$ cat config.mk
export PLATFORM = sky130hd
export DESIGN_NAME = mem_port_arbiter
export DESIGN_NICKNAME = d
export VERILOG_FILES = /design/src/rtl/mem_port_arbiter.sv
export SDC_FILE = /design/constraint.sdc
export NUM_CORES = 1
export LEC_CHECK = 0
export ABC_AREA = 1
export BUFFER_PORTS_ARGS = -buffer_cell sky130_fd_sc_hd__buf_2
export CORE_AREA = 4 4 87 89
export CTS_CLUSTER_SIZE = 24
export DETAILED_ROUTE_END_ITERATION = 12
export DIE_AREA = 0 0 91 93
export GPL_ROUTABILITY_DRIVEN = 0
export GPL_TIMING_DRIVEN = 0
export PLACE_DENSITY_LB_ADDON = 0.1
export SLEW_MARGIN = 20
export SYNTH_ARGS = -nofsm -noshare
export SYNTH_HDL_FRONTEND = slang
export SYNTH_SLANG_ARGS = --single-unit
$ cat constraint.sdc
create_clock -name CLK -period 2.5 [get_ports CLK]
set_input_delay 0 -clock CLK [delete_from_list [all_inputs] [get_ports CLK]]
set_output_delay 0 -clock CLK [all_outputs]
set_load 0.02 [all_outputs]
$ cat src/rtl/mem_port_arbiter.sv
// Two-requester (fetch / load-store) arbiter in front of one single-port, 1-cycle-latency RAM.
// Define MEMARB_PERF_EN to build the conflict / forced-grant performance counters.
module mem_port_arbiter #(
    parameter int unsigned ADDR_W     = 10,
    parameter int unsigned DATA_W     = 32,
    parameter int unsigned STARVE_MAX = 4
) (
    input  logic              CLK,
    input  logic              RSTn,
    input  logic              if_req,
    input  logic [ADDR_W-1:0] if_addr,
    output logic              if_gnt,
    output logic              if_rvalid,
    output logic [DATA_W-1:0] if_rdata,
    input  logic              d_req,
    input  logic              d_we,
    input  logic [ADDR_W-1:0] d_addr,
    input  logic [DATA_W-1:0] d_wdata,
    output logic              d_gnt,
    output logic              d_rvalid,
    output logic [DATA_W-1:0] d_rdata,
    output logic              ram_en,
    output logic              ram_we,
    output logic [ADDR_W-1:0] ram_addr,
    output logic [DATA_W-1:0] ram_wdata,
    input  logic [DATA_W-1:0] ram_rdata,
    output logic [15:0]       conflict_cnt,
    output logic [15:0]       forced_cnt
);

    typedef enum logic [1:0] {StNone, StIf, StD} owner_e;

    owner_e     owner;
    logic [3:0] starve;
    logic       forced;

    // Fetch overrides data only once it has lost STARVE_MAX cycles in a row.
    assign forced = if_req && d_req && (starve == 4'(STARVE_MAX));
    assign if_gnt = if_req && (!d_req || forced);
    assign d_gnt  = d_req && !forced;

    assign ram_en    = if_gnt | d_gnt;
    assign ram_we    = d_gnt & d_we;
    assign ram_addr  = if_gnt ? if_addr : (d_gnt ? d_addr : '0);
    assign ram_wdata = d_gnt ? d_wdata : '0;

    always_ff @(posedge CLK or negedge RSTn) begin
        if (!RSTn) begin
            owner  <= StNone;
            starve <= 4'd0;
        end else begin
            if (if_gnt)              owner <= StIf;
            else if (d_gnt && !d_we) owner <= StD;
            else                     owner <= StNone;

            if (!if_req || if_gnt)                 starve <= 4'd0;
            else if (starve != 4'(STARVE_MAX))     starve <= starve + 4'd1;
        end
    end

    assign if_rvalid = (owner == StIf);
    assign d_rvalid  = (owner == StD);
    assign if_rdata  = if_rvalid ? ram_rdata : '0;
    assign d_rdata   = d_rvalid  ? ram_rdata : '0;

`ifdef MEMARB_PERF_EN
    logic [15:0] conflict_q;
    logic [15:0] forced_q;

    always_ff @(posedge CLK or negedge RSTn) begin
        if (!RSTn) begin
            conflict_q <= 16'd0;
            forced_q   <= 16'd0;
        end else begin
            if (if_req && d_req && conflict_q != 16'hFFFF) conflict_q <= conflict_q + 16'd1;
            if (forced && forced_q != 16'hFFFF)            forced_q   <= forced_q + 16'd1;
        end
    end

    assign conflict_cnt = conflict_q;
    assign forced_cnt   = forced_q;
`else
    assign conflict_cnt = 16'd0;
    assign forced_cnt   = 16'd0;
`endif

endmodule
== After elaboration in Yosys (flattened, before gate mapping) ==
Index checks and enable logic that the tools add are counted.

* Add/sub/neg operators: 1
* Eq/ne operators: 4
* Multiplexer cells: 9
* Bitwise gates (word level): 2
* Reductions and logical operators: 12

{| class="wikitable"
|+ Operator list
! kind !! count
|-
| 2-to-1 mux 32 bit || 3
|-
| 2-to-1 mux 10 bit || 2
|-
| 2-to-1 mux 4 bit || 2
|-
| logical AND 1 bit || 5
|-
| adder 4 x 1 -> 4 bit, second input constant || 1
|-
| equality test 4 x 3 -> 1 bit, second input constant || 1
|-
| zero test 1 bit || 4
|-
| 2-to-1 mux 2 bit || 2
|-
| inequality test 4 x 3 -> 1 bit, second input constant || 1
|-
| equality test 2 x 1 -> 1 bit, second input constant || 1
|-
| equality test 2 bit, second input constant || 1
|-
| logical OR 1 bit || 2
|-
| nonzero test 2 bit || 1
|-
| bitwise AND 1 bit || 1
|-
| bitwise OR 1 bit || 1
|}

* Flip-flop bits (word level): 6
* Input bits: 89
* Output and inout port bits: 144
* Word-level logic and storage cells: 30

== Depth between registers and ports, before layout ==
* Depth after elaboration: 7
* Depth in mapped cells: 9
* Gate-level depth less buffers: 8

== Least setup slack after synthesis ==
OpenSTA, ideal clock, no wires.

* Kind: register to register
* Start point: register starve[0]
* End point: register owner[0]
* Library setup time: 0.149 ns
* Arrival time: 1.276 ns
* Data required time: 2.351 ns
* Slack: 1.075 ns
* Cell stages (with the launch flop): 9
* Path buffers: 0
* Period minus slack after synthesis: 1.425 ns
* Cell sequence: dfrtp_1 inv_1 ha_1 nand2_1 inv_2 nand2_4 nand2_8 inv_1 nor2_1

* Cells in the longest elaborated chain, start to end: 5

{| class="wikitable"
|+ Ends and longest elaborated chain
! item !! RTL line !! RTL
|-
| start, declared || 34 || <nowiki>logic [3:0] starve;</nowiki>
|-
| start signal, assigned || 57 || <nowiki>else if (starve != 4'(STARVE_MAX)) starve <= starve + 4'd1;</nowiki>
|-
| equality test 4 x 3 -> 1 bit || 38 || <nowiki>assign forced = if_req && d_req && (starve == 4'(STARVE_MAX));</nowiki>
|-
| logical AND 1 bit || 38 ||
|-
| logical OR 1 bit || 39 || <nowiki>assign if_gnt = if_req && (!d_req || forced);</nowiki>
|-
| logical AND 1 bit || 39 ||
|-
| net if_gnt || 12 || <nowiki>output logic if_gnt,</nowiki>
|-
| 2-to-1 mux 2 bit || 52 || <nowiki>if (if_gnt) owner <= StIf;</nowiki>
|-
| end signal, assigned || 52 ||
|-
| end signal, assigned || 53 || <nowiki>else if (d_gnt && !d_we) owner <= StD;</nowiki>
|-
| end signal, assigned || 54 || <nowiki>else owner <= StNone;</nowiki>
|-
| end, declared || 33 || <nowiki>owner_e owner;</nowiki>
|}

The timed path passes the listed nets, and every way through them passes these cells.
A chain may end at the register's enable or synchronous reset.

== Worst setup path after layout ==
* Start point: register starve[0]
* End point: output ram_addr[6]

* Cells in the longest elaborated chain, start to end: 6
* Elaborated cells on any way between the ends: 8

{| class="wikitable"
|+ Ends and longest elaborated chain
! item !! RTL line !! RTL
|-
| equality test 4 x 3 -> 1 bit * || 38 ||
|-
| logical AND 1 bit * || 38 ||
|-
| zero test 1 bit || 40 || <nowiki>assign d_gnt = d_req && !forced;</nowiki>
|-
| logical AND 1 bit || 40 ||
|-
| 2-to-1 mux 10 bit || 44 || <nowiki>assign ram_addr = if_gnt ? if_addr : (d_gnt ? d_addr : '0);</nowiki>
|-
| 2-to-1 mux 10 bit * || 44 ||
|-
| end, declared || 24 || <nowiki>output logic [ADDR_W-1:0] ram_addr,</nowiki>
|}

Every way passes the cells marked *; elsewhere a longest branch is shown, timed or not.

==> run_results.csv <==
group,metric,value,unit
clock_tree,clock_latency,0.22,ns
clock_tree,cts_max_level,1,
logic_synthesis,netlist.area_leader.share,27.6,%
final_layout,nets,602,
worst_setup_path,cp-start-kind,"register",
worst_setup_path,crit_type,"register to output port",
sta,final_hold_viol_count,0,
route,routedWlPerCell,10.4,µm
route,wl_met1,2000,µm
sta,tns,0,ns
global_route,grt_usage,12.9,%
global_route,grt_max_degree,11,
power,cellPowerDensity,267,nW/µm²
clock_tree,clock-sinks,6,
placed_design,numPortBuffers,200,
run,maxCapViolCount,0,
logic_synthesis,async_reset_ff_share,100,%
clock_tree,clk_path_buf_depth,2,
logic_synthesis,synth_common_cells,"nor2_1, inv_1, buf_4",
final_layout,diodes,0,
floorplan,core_area,6760,µm²
placed_design,place_inst,584,
route,vias,2194,
logic_synthesis,synth_area_leader_cell,"nor2_1",
global_route,grt_pass1_vias,1995,
route,dr_wl_met3,754,µm
final_layout,area_delta_synth_final,90.4,%
floorplan,start_util,20.9,%
clock_tree,clk_pin_slew,0.03,ns
sta,period_needed,1.62,ns
sta,setup_viol,0,
clock_tree,clock-root-buffer,"clkbuf_8",
status,status,"finished, final reports clean",
logic_synthesis,synth_seq_cells,6,
floorplan,die_w,91,µm
route,dr.first_iter.drc_count,45,
final_layout,drive_gt1_share,50.7,%
power,p_leak,2.08,nW
sta,finalCritPeriodShare,64.9,%
worst_hold_path,holdPathStages,3,
worst_setup_path,arrival,1.62,ns
worst_hold_path,hp-class,"input port to register",
sta,grt_setup_unrepaired,"false",
worst_setup_path,crit_path_end_kind,"output port",
floorplan,ios,233,
route,drt_first_pass_iters,4,
floorplan,die_area,8460,µm²
worst_setup_path,rrSetupSlack,1.25,ns
logic_synthesis,synthesis.area,1410,µm²
sta,fin_skew,0.00418,ns
logic_synthesis,synthTopCellsByArea,"nor2_1, inv_1, buf_4",
worst_setup_path,cp_max_fo,10,
worst_setup_path,required,2.50,ns
logic_synthesis,synth.most_common_cell,"nor2_1",
global_route,grt_pass1_wl,9200,µm
route,top_layer_used,"met4",
floorplan,core.rowCount,30,
clock_tree,numCtsBuffers,3,
sta,fmax,617,MHz
clock_tree,ctsResizeCount,0,
global_route,overflow,0,
route,viasPerCell,3.72,
final_layout,fin_cells,589,
worst_setup_path,reg2reg_depth,8,
global_route,antenna_found_initial,0,
logic_synthesis,ys_seq_area_share,10.6,%
logic_synthesis,synth_edf_count,0,
power,ir_drop,0.000288,V
logic_synthesis,syn_avg_cell_area,5.18,µm²
route,drc,0,
floorplan,die_height,93,µm
logic_synthesis,yosys_warnings,0,
logic_synthesis,synth_cell_type_count,17,
logic_synthesis,postSynth.topFlopCell,"dfrtp_1",
sta,drv_slew,0,
route,antenna_left,0,
route,totalWireLength,6130,µm
placed_design,dpl.hpwl,5510,µm
clock_tree,tritoncts,"built",
route,wl_met2,3360,µm
logic_synthesis,synth_cells,273,
## worst max-delay path: stages (launching register included)
cell and delay (ns):
dfrtp_1 0.39, inv_1 0.06, ha_1 0.19, nand2_1 0.07, inv_2 0.04, nand2_4 0.09
buf_2 0.22, nand3_1 0.10, nand2_1 0.08, buf_2 0.16
## flip-flops by register name, indices dropped and copies added (netlist names)
name	cells
owner	2
starve	4
## what timing repair did
item                       4_1_cts  5_1_grt
setup buffers                    0        0
hold buffers                     2        0
hold endpoints to repair         7        0
setup endpoints to repair        0        0
## per-layer routing
layer	vias up	GRT usage, %
li1	1162	-
met1	899	12.4
met2	131	27.0
met3	2	4.10
met4	0	1.63
met5	-	0
## power breakdown
| part | internal, W | leakage, nW | switching, W |
|---|---|---|---|
| combinational | 0.000181 | 1.98 | 0.000293 |
| sequential | 0.000101 | 0.0806 | 0.00000223 |
| clock | 0.000103 | 0.0216 | 0.0000387 |
| total | 0.000385 | 2.08 | 0.000334 |
## cell usage in the layout (no fill, tap or decap), types with 3 or more instances in the layout
cell type / Yosys / routed
buf_2: 9 / 209
buf_4: 35 / 35
clkbuf_8: 0 / 3
conb_1: 1 / 32
dfrtp_1: 6 / 6
inv_1: 73 / 73
nand2_1: 13 / 13
nand3_1: 17 / 17
nand3_2: 5 / 5
nor2_1: 104 / 104
## path summary, 6_finish.rpt
path,from,end
max,starve[0],ram_addr[6]
min,if_req,owner[0]
max reg2reg,starve[0],owner[1]
min reg2reg,starve[0],starve[0]
max in group asynchronous,RSTn,owner[1]
min in group asynchronous,RSTn,starve[2]
## layout make-up
type,instances,area [µm²]
fillers,763,4060
clock buffers,3,41.3
plain buffers,45,319
multi-input cells,178,779
repair buffers,202,1020
inverters,75,282
flip-flops and latches,6,150
well taps,80,100
## kinds of logic after synthesis
kind of cell	synth area share, %
buffers and inverters	42.5
other	0.265
DFF	10.6
xor gates and xnor gates	1.24
and+or+nand+nor	43.6
adders and majority gates	1.77
## per-stage QoR
step                setup WS (ns)  hold slack [ns]  util, %  total power (W)  area [µm²]
global route                0.743            0.111     39.9         0.000773        2690
global placement             1.09           -0.168     38.9         0.000576        2630
floorplan                    1.07           -0.296        -         0.000404        1530
detailed placement           1.11           -0.169     38.9         0.000577        2630
finish                      0.878           0.0855     39.9         0.000719        2690
CTS                         0.867           0.0840     39.9         0.000728        2690
Note: power is estimated with default switching activity, not from simulation.
